File: config.mk
export PLATFORM = sky130hd
export DESIGN_NAME = nibble_sort_ctrl
export DESIGN_NICKNAME = d
export VERILOG_FILES = /design/src/rtl/nibble_sort_pkg.sv /design/src/rtl/nibble_sort_ctrl_cmp.sv /design/src/rtl/nibble_sort_ctrl.sv
export SDC_FILE = /design/constraint.sdc
export NUM_CORES = 1
export LEC_CHECK = 0
export BUFFER_PORTS_ARGS = -buffer_cell sky130_fd_sc_hd__buf_2
export CELL_PAD_IN_SITES_DETAIL_PLACEMENT = 0
export CELL_PAD_IN_SITES_GLOBAL_PLACEMENT = 1
export CORE_MARGIN = 2
export CORE_UTILIZATION = 42
export CTS_BUF_LIST = sky130_fd_sc_hd__clkbuf_4 sky130_fd_sc_hd__clkbuf_8
export DETAILED_ROUTE_END_ITERATION = 10
export GPL_TIMING_DRIVEN = 0
export PLACE_DENSITY = 0.88
export SYNTH_ARGS = -nofsm -noshare
export SYNTH_HDL_FRONTEND = slang
export SYNTH_SLANG_ARGS = --single-unit
export TNS_END_PERCENT = 100
File: constraint.sdc
create_clock -name clk -period 2.7 [get_ports clk]
set_input_delay 0.81 -clock clk [delete_from_list [all_inputs] [get_ports clk]]
set_output_delay 0.81 -clock clk [all_outputs]
set_load 0.005 [all_outputs]
File: src/rtl/nibble_sort_pkg.sv
// Shared types and constants for the nibble sorter.
package nibble_sort_pkg;

  // Controller states: waiting for a vector, sorting, holding the result.
  typedef enum logic [1:0] {
    IDLE    = 2'd0,
    COMPARE = 2'd1,
    DONE    = 2'd2
  } state_e;

  localparam int W_DEF = 4;
  localparam int N_DEF = 4;

  // Width needed to hold the worst-case swap count N*(N-1)/2 without wrapping.
  function automatic int sw_width(input int n);
    return $clog2(n * (n - 1) / 2 + 1);
  endfunction

endpackage

File: src/rtl/nibble_sort_ctrl_cmp.sv
// Unsigned magnitude comparator, width-parameterised (4-bit by default).
module magnitude_comparator #(
  parameter int W = 4
) (
  input  logic [W-1:0] a,
  input  logic [W-1:0] b,
  output logic         a_gt_b,
  output logic         a_eq_b,
  output logic         a_lt_b
);

  assign a_gt_b = (a > b);
  assign a_eq_b = (a == b);
  assign a_lt_b = (a < b);

endmodule

File: src/rtl/nibble_sort_ctrl.sv
// Sequential ascending sorter: a bubble sort with early exit driven by a single
// shared comparator, one compare per clock, with valid/ready on both sides.
module nibble_sort_ctrl
  import nibble_sort_pkg::*;
#(
  parameter int W  = W_DEF,
  parameter int N  = N_DEF,
  parameter int SW = sw_width(N)
) (
  input  logic           clk,
  input  logic           rst_n,
  input  logic           in_valid,
  output logic           in_ready,
  input  logic [N*W-1:0] in_data,
  output logic           out_valid,
  input  logic           out_ready,
  output logic [N*W-1:0] out_data,
  output logic [SW-1:0]  swap_cnt,
  output logic           dup_seen
);

  // idx runs 0..N-2 and pass runs 0..N-2, so both share one width.
  localparam int IW = (N > 2) ? $clog2(N - 1) : 1;
  localparam logic [IW-1:0] LAST_PASS = IW'(N - 2);

  state_e          state_r,    state_nxt_s;
  logic [N*W-1:0]  buf_r,      buf_nxt_s;
  logic [N*W-1:0]  out_data_r, out_data_nxt_s;
  logic [SW-1:0]   swap_cnt_r, swap_cnt_nxt_s;
  logic            dup_seen_r, dup_seen_nxt_s;
  logic            swapped_r,  swapped_nxt_s;
  logic [IW-1:0]   pass_r,     pass_nxt_s;
  logic [IW-1:0]   idx_r,      idx_nxt_s;

  logic [W-1:0]    cmp_a_s;
  logic [W-1:0]    cmp_b_s;
  logic            cmp_gt_s;
  logic            cmp_eq_s;
  logic            cmp_lt_unused_s;
  logic [IW-1:0]   last_idx_s;
  logic            swapped_now_s;

  // Comparator operands: the adjacent pair selected by idx.
  always_comb begin
    cmp_a_s = buf_r[int'(idx_r) * W +: W];
    cmp_b_s = buf_r[(int'(idx_r) + 1) * W +: W];
  end

  magnitude_comparator #(
    .W (W)
  ) u_cmp (
    .a      (cmp_a_s),
    .b      (cmp_b_s),
    .a_gt_b (cmp_gt_s),
    .a_eq_b (cmp_eq_s),
    .a_lt_b (cmp_lt_unused_s)
  );

  // Each pass bubbles the largest remaining element to the top, so it can stop one slot earlier.
  assign last_idx_s    = LAST_PASS - pass_r;
  assign swapped_now_s = swapped_r | cmp_gt_s;

  // Next-state and datapath update for the sort controller.
  always_comb begin
    state_nxt_s    = state_r;
    buf_nxt_s      = buf_r;
    out_data_nxt_s = out_data_r;
    swap_cnt_nxt_s = swap_cnt_r;
    dup_seen_nxt_s = dup_seen_r;
    swapped_nxt_s  = swapped_r;
    pass_nxt_s     = pass_r;
    idx_nxt_s      = idx_r;

    case (state_r)
      IDLE: begin
        if (in_valid) begin
          buf_nxt_s      = in_data;
          swap_cnt_nxt_s = {SW{1'b0}};
          dup_seen_nxt_s = 1'b0;
          swapped_nxt_s  = 1'b0;
          pass_nxt_s     = {IW{1'b0}};
          idx_nxt_s      = {IW{1'b0}};
          state_nxt_s    = COMPARE;
        end else begin
          state_nxt_s    = IDLE;
        end
      end

      COMPARE: begin
        // Only strictly greater pairs swap, which keeps equal elements in order.
        if (cmp_gt_s) begin
          buf_nxt_s[int'(idx_r) * W +: W]       = cmp_b_s;
          buf_nxt_s[(int'(idx_r) + 1) * W +: W] = cmp_a_s;
          swap_cnt_nxt_s = swap_cnt_r + {{(SW-1){1'b0}}, 1'b1};
        end else begin
          buf_nxt_s      = buf_r;
        end

        if (cmp_eq_s) begin
          dup_seen_nxt_s = 1'b1;
        end else begin
          dup_seen_nxt_s = dup_seen_r;
        end

        if (idx_r < last_idx_s) begin
          idx_nxt_s     = idx_r + {{(IW-1){1'b0}}, 1'b1};
          swapped_nxt_s = swapped_now_s;
        end else if (!swapped_now_s || (pass_r == LAST_PASS)) begin
          // A clean pass (or the final pass) means the vector is sorted.
          out_data_nxt_s = buf_nxt_s;
          swapped_nxt_s  = swapped_now_s;
          state_nxt_s    = DONE;
        end else begin
          pass_nxt_s    = pass_r + {{(IW-1){1'b0}}, 1'b1};
          idx_nxt_s     = {IW{1'b0}};
          swapped_nxt_s = 1'b0;
        end
      end

      DONE: begin
        if (out_ready) begin
          state_nxt_s = IDLE;
        end else begin
          state_nxt_s = DONE;
        end
      end

      default: begin
        state_nxt_s = IDLE;
      end
    endcase
  end

  // State and datapath registers; reset aborts any sort in progress.
  always_ff @(posedge clk or negedge rst_n) begin
    if (!rst_n) begin
      state_r    <= IDLE;
      buf_r      <= {(N*W){1'b0}};
      out_data_r <= {(N*W){1'b0}};
      swap_cnt_r <= {SW{1'b0}};
      dup_seen_r <= 1'b0;
      swapped_r  <= 1'b0;
      pass_r     <= {IW{1'b0}};
      idx_r      <= {IW{1'b0}};
    end else begin
      state_r    <= state_nxt_s;
      buf_r      <= buf_nxt_s;
      out_data_r <= out_data_nxt_s;
      swap_cnt_r <= swap_cnt_nxt_s;
      dup_seen_r <= dup_seen_nxt_s;
      swapped_r  <= swapped_nxt_s;
      pass_r     <= pass_nxt_s;
      idx_r      <= idx_nxt_s;
    end
  end

  // Handshake flags come straight from the registered state.
  assign in_ready  = (state_r == IDLE);
  assign out_valid = (state_r == DONE);
  assign out_data  = out_data_r;
  assign swap_cnt  = swap_cnt_r;
  assign dup_seen  = dup_seen_r;

endmodule

; ---- After elaboration in Yosys (flattened, before gate mapping)
; Index checks and enable logic that the tools add are counted.
[classes]
n_addsub = 7
mul = 0
n_div = 0
order_cmp = 2
n_eq_ne = 11
shifts = 6
n_mux = 26
n_bitwise = 2
n_reduce_logical = 11
[ops]
columns = operator, count
row1 = variable shift 4 x 33 -> 16 bit (first input constant), 2
row2 = indexed part select 4 x 33 -> 16 bit, 2
row3 = negator 4 -> 33 bit, 1
row4 = negator 5 -> 33 bit, 1
row5 = bitwise mux 16 bit, 2
row6 = two-way mux 16 bit, 2
row7 = case mux 16 bit (2 select lines), 1
row8 = indexed part select 16 x 32 -> 4 bit, 1
row9 = two-way mux 2 bit, 8
row10 = indexed part select 16 x 5 -> 4 bit, 1
row11 = inequality test 2 bit (second input constant), 6
row12 = AND reduction 3 bit, 4
row13 = case mux 2 bit (2 select lines), 2
row14 = two-way mux 3 bit, 2
row15 = case mux 2 bit (3 select lines), 1
row16 = case mux 3 bit (2 select lines), 1
row17 = two-way mux 1 bit, 5
row18 = adder 2 x 1 -> 2 bit (second input constant), 2
row19 = equality test 2 bit (second input constant), 2
row20 = equality test 4 bit, 1
row21 = > comparator 4 bit, 1
row22 = case mux 1 bit (2 select lines), 2
row23 = AND reduction 2 bit, 2
row24 = AND reduction 4 bit, 1
row25 = other kinds (12), 12
[totals]
ff_bits = 43
latchBits = 0
ramBits = 0
romBits = 0
input_bits = 20
output_inout_bits = 22
elab_cells = 73
n_memories = 0

; ---- Longest topological paths before layout
[logic_depth]
ltp_word = 9
ltp_mapped = 13

; ---- Cells and area by module
; Synthesis repeated with hierarchy kept, for this count alone.
[unflattened]
cells_unflattened = 295
hier_area_um2 = 2805.2
[by_module_without_submodules]
columns = mod, n_inst, cells_per_inst, area_each_um2, seq_area_each_um2
row1 = nibble_sort_ctrl, 1, 279, 2676.3, 1076.0
row2 = magnitude_comparator, 1, 16, 128.9, 0.0

; ---- Worst setup path after synthesis
; No wires, ideal clock.
[synth_path]
path_kind = reg-to-reg
from = reg idx_r[1]
to = reg out_data_r[0] (netlist: out_data[0])
setup_time_ps = 125
arrival_time_ps = 2603
required_time_ps = 2575
slack_ps = -28
stages_incl_launch_ff = 11
period_less_slack_ps = 2728
path_cell_list = dfrtp_1 -> buf_4 -> mux2i_1 -> a21oi_1 -> ha_1 -> nor2b_4 -> o311ai_4 -> a211oi_2 -> or2_1 -> buf_6 -> mux2_4
[synth_via]
elab_chain_cells = 7
word_cells_on_any_way = 19
cone_classes = add/sub (3) / order compare (2) / shift (6) / mux (3) / bitwise (2) / reduce/logical (3)
[synth_rtl]
columns = element, line_no
row1 = from (decl), nibble_sort_ctrl.sv:33  ; logic [IW-1:0] idx_r, idx_nxt_s;
row2 = from (signal assigned), nibble_sort_ctrl.sv:144  ; idx_r <= {IW{1'b0}};
row3 = from (signal assigned), nibble_sort_ctrl.sv:153  ; idx_r <= idx_nxt_s;
row4 = adder 2 x 1 -> 3 bit, "nibble_sort_ctrl.sv:46, nibble_sort_ctrl.sv:93"
row5 = indexed part select 16 x 32 -> 4 bit, nibble_sort_ctrl.sv:46  ; cmp_b_s = buf_r[(int'(idx_r) + 1) * W +: W];
row6 = > comparator 4 bit, nibble_sort_ctrl_cmp.sv:12  ; assign a_gt_b = (a > b);
row7 = bitwise OR 1 bit, nibble_sort_ctrl.sv:61  ; assign swapped_now_s = swapped_r | cmp_gt_s;
row8 = zero test 1 bit, nibble_sort_ctrl.sv:108  ; end else if (!swapped_now_s || (pass_r == LAST_PASS)) begin
row9 = logical OR 1 bit, nibble_sort_ctrl.sv:108
row10 = AND reduction 3 bit (no source line), -
row11 = to (signal assigned), nibble_sort_ctrl.sv:139  ; out_data_r <= {(N*W){1'b0}};
row12 = to (signal assigned), nibble_sort_ctrl.sv:148  ; out_data_r <= out_data_nxt_s;
row13 = to (decl), nibble_sort_ctrl.sv:28  ; logic [N*W-1:0] out_data_r, out_data_nxt_s;
; Several ways; a longest one is shown, not always the timed one.
; A chain may end at the register's enable or synchronous reset.

; ---- Worst setup path after layout
[layout_path]
from = reg idx_r[1]
to = reg out_data_r[1] (netlist: out_data[1])
; Same word-level chain as after synthesis.

==> results.toml <==
[outcome]
status = "finished, violations left"
violations = "negative setup slack"

[die]
die_area_sq_um = 7450
initial_utilization = 0.426
die_h_um = 86.3
io_pins = 42
die_x_um = 86.3
rows = 30
core-area_sq_um = 6680

[clock_network]
clk_path_buf_depth = 2
insertion_delay_ns = 0.30
cts_root_buf = "clkbuf_8"
cts-htree-levels = 2
cts_tree = "yes"
numCtsBuffers = 5
cts.clk_slew.worst_paths_ns = 0.09
cts_sinks = 43

[grt]
gr-total-overflow = 0
grt_max_degree = 44
track_usage = 0.236
grt_pass1_wl_um = 13600
grt_antenna_before_repair = 0
first_global_vias = 2598

[drt]
first_iter_violations = 284
viasPerCell = 6.29
dr.pass1.iters = 5
drc = 0
wirelength_um = 9050
post_drt_wl_per_cell_um = 20.9
num_vias = 2723
antenna_left = 0

[layout]
drive_above_1_share = 0.450
syn_to_final_growth_pct = 37.8
insertedDiodeCount = 0
nets = 386

[place]
routabilityCongestion = 1.01
port_buffers = 41
hpwl_um = 5920

[min_path]
hp-start = "swap_cnt[2]$_DFFE_PN0P_"
holdPathEnd = "swap_cnt[2]$_DFFE_PN0P_"
worstHoldPathType = "reg -> reg"
holdPathStages = 1

[run]
maxCapViolCount = 0

[sta]
worstMarginPinSlew_ns = 0.960
finalHoldViolCount = 0
fin_setup_tns_ns = -0.980
rsz0062_at_grt = "yes"
final-setup-viol-count = 22
clock_skew_ns = 0.00691
max_slew_margin = 0.360
fin_crit_sh = 1.03
drv_slew = 0
max_freq_mhz = 361
fin_crit_ns = 2.77
worst_slack_ns = -0.0718

[logic_synthesis]
netlist_instances = 281
synth.top_cell.area_share = 0.378
yosysWarnings = 0
async_flop_share = 1.00
ys_ff_latch = 43
yosysUniqueCellTypes = 55
synth_ff_type = "dfrtp_1"
synth_nets = 315
yosysSeqAreaShare = 0.378
ys_top_cells_by_area = "dfrtp_1 38%, ha_1 6.2%, mux2i_1 5.3%"
post-synth-top-count-cell = "dfrtp_1"
syn-cell-area_sq_um = 2850
synth.avg_cell_area_sq_um = 10.1
yosys.area.top_type = "dfrtp_1"
synthTopCellsByCount = "43 x dfrtp_1, 21 x o21ai_0, 20 x nor2_1"
synth_edf_count = 0

[worst_setup_path]
critPathLaunchType = "register"
cp_max_fo = 6
rr_startpoint = "idx_r[1]$_DFFE_PN0P_"
crit_type = "reg -> reg"
arrival_ns = 2.96
startpoint = "idx_r[1]$_DFFE_PN0P_"
r2r_cells = 11
worst_r2r_endpoint = "out_data[1]$_DFFE_PN0P_"
r2r_slack_ns = -0.07
required_ns = 2.89
setup.worst_path.end_class = "register"
-- cell type report --
class	count	area, sq um
Buffer	11	119
Fill cell	548	2760
Tap cell	80	100
Inverter	16	60.1
Multi-Input combinational cell	212	2020
Timing Repair Buffer	63	460
Sequential cell	43	1080
Clock inverter	2	12.5
Clock buffer	6	76.3
-- layout by cell type, fill, tap and decap left out, types with 4 or more instances in the layout --
cell / synthesis / layout
o2bb2ai_2: 0 / 4
dfrtp_1: 43 / 41
and3_1: 6 / 6
inv_1: 16 / 16
o21ai_1: 9 / 7
buf_2: 0 / 41
nand2_1: 13 / 13
o22ai_1: 9 / 6
o221a_4: 0 / 5
ha_1: 14 / 11
mux2i_2: 0 / 4
o32a_1: 4 / 4
mux2i_4: 0 / 7
nand2b_1: 6 / 6
clkbuf_8: 0 / 5
mux2i_1: 15 / 4
a211oi_2: 2 / 4
o21ai_2: 1 / 9
o21ai_0: 21 / 14
a221o_1: 7 / 7
buf_6: 3 / 6
or2_2: 4 / 4
a21oi_1: 5 / 4
buf_4: 4 / 15
mux2_4: 6 / 6
nor2_1: 20 / 17
-- routing by layer --
layer	up-vias	part of all wire	global-route usage
li1	1218	-	-
met1	1349	0.44	0.340
met2	140	0.47	0.364
met3	16	0.072	0.0400
met4	0	0.018	0.0724
met5	-	0	0
-- flip-flops by register name, summed over array words and instances (netlist names) --
signal and flops:
pass_r 2, idx_r 2, buf_r 16, dup_seen 1, swapped_r 1, swap_cnt 3, state_r 2, out_data 16
-- cell families after synthesis --
family / after synthesis / synth area share
buffers and inverters: 28 / 0.0501
flip-flops: 43 / 0.378
multiplexers: 24 / 0.0962
adder cells (fa/ha/maj): 14 / 0.0615
AND/OR/NAND/NOR: 67 / 0.128
AO/OA/AOI/OAI: 105 / 0.286
-- timing repair --
action | CTS | global route
setup buffers | 11 | 6
pin swaps | 7 | 19
resized for setup | 54 | 41
endpoints found under the setup margin | 42 | 40
hold buffers | 0 | 0
cloned | 4 | 3
-- worst max-delay path by stage --
stage	to	slack, ns	cells past startpoint
after floorplan	out_data[0]$_DFFE_PN0P_	0.008	11
after CTS	out_data[1]$_DFFE_PN0P_	-0.05	11
after detailed placement	out_data[11]$_DFFE_PN0P_	-0.54	10
after global routing	out_data[11]$_DFFE_PN0P_	-0.14	12
final	out_data[1]$_DFFE_PN0P_	-0.07	11
after global placement	out_data[11]$_DFFE_PN0P_	-0.54	10
-- stage by stage --
stage,std cells,setup slack [ns],area (sq um),hold WS (ns),utilization
2_1_floorplan,281,0.00823,2860,0.469,-
3_5_place_dp,402,-0.540,3160,0.474,0.473
6_report,433,-0.0718,3930,0.476,0.587
5_1_grt,433,-0.143,3930,0.512,0.587
3_3_place_gp,402,-0.539,3160,0.461,0.473
4_1_cts,424,-0.0493,3620,0.490,0.542
-- worst max-delay path, cell delays in order, from the launching register on --
cell,delay (ns)
dfrtp_2,0.44
buf_8,0.16
buf_8,0.13
a211oi_2,0.20
a21oi_1,0.09
ha_1,0.35
nor2b_4,0.16
o311ai_4,0.27
a211oi_2,0.12
or2_1,0.29
buf_6,0.16
mux2_4,0.29
Power is left out: the tool's default activity adds up to more than one toggle a clock period on the data nets, which glitch-free logic cannot reach.
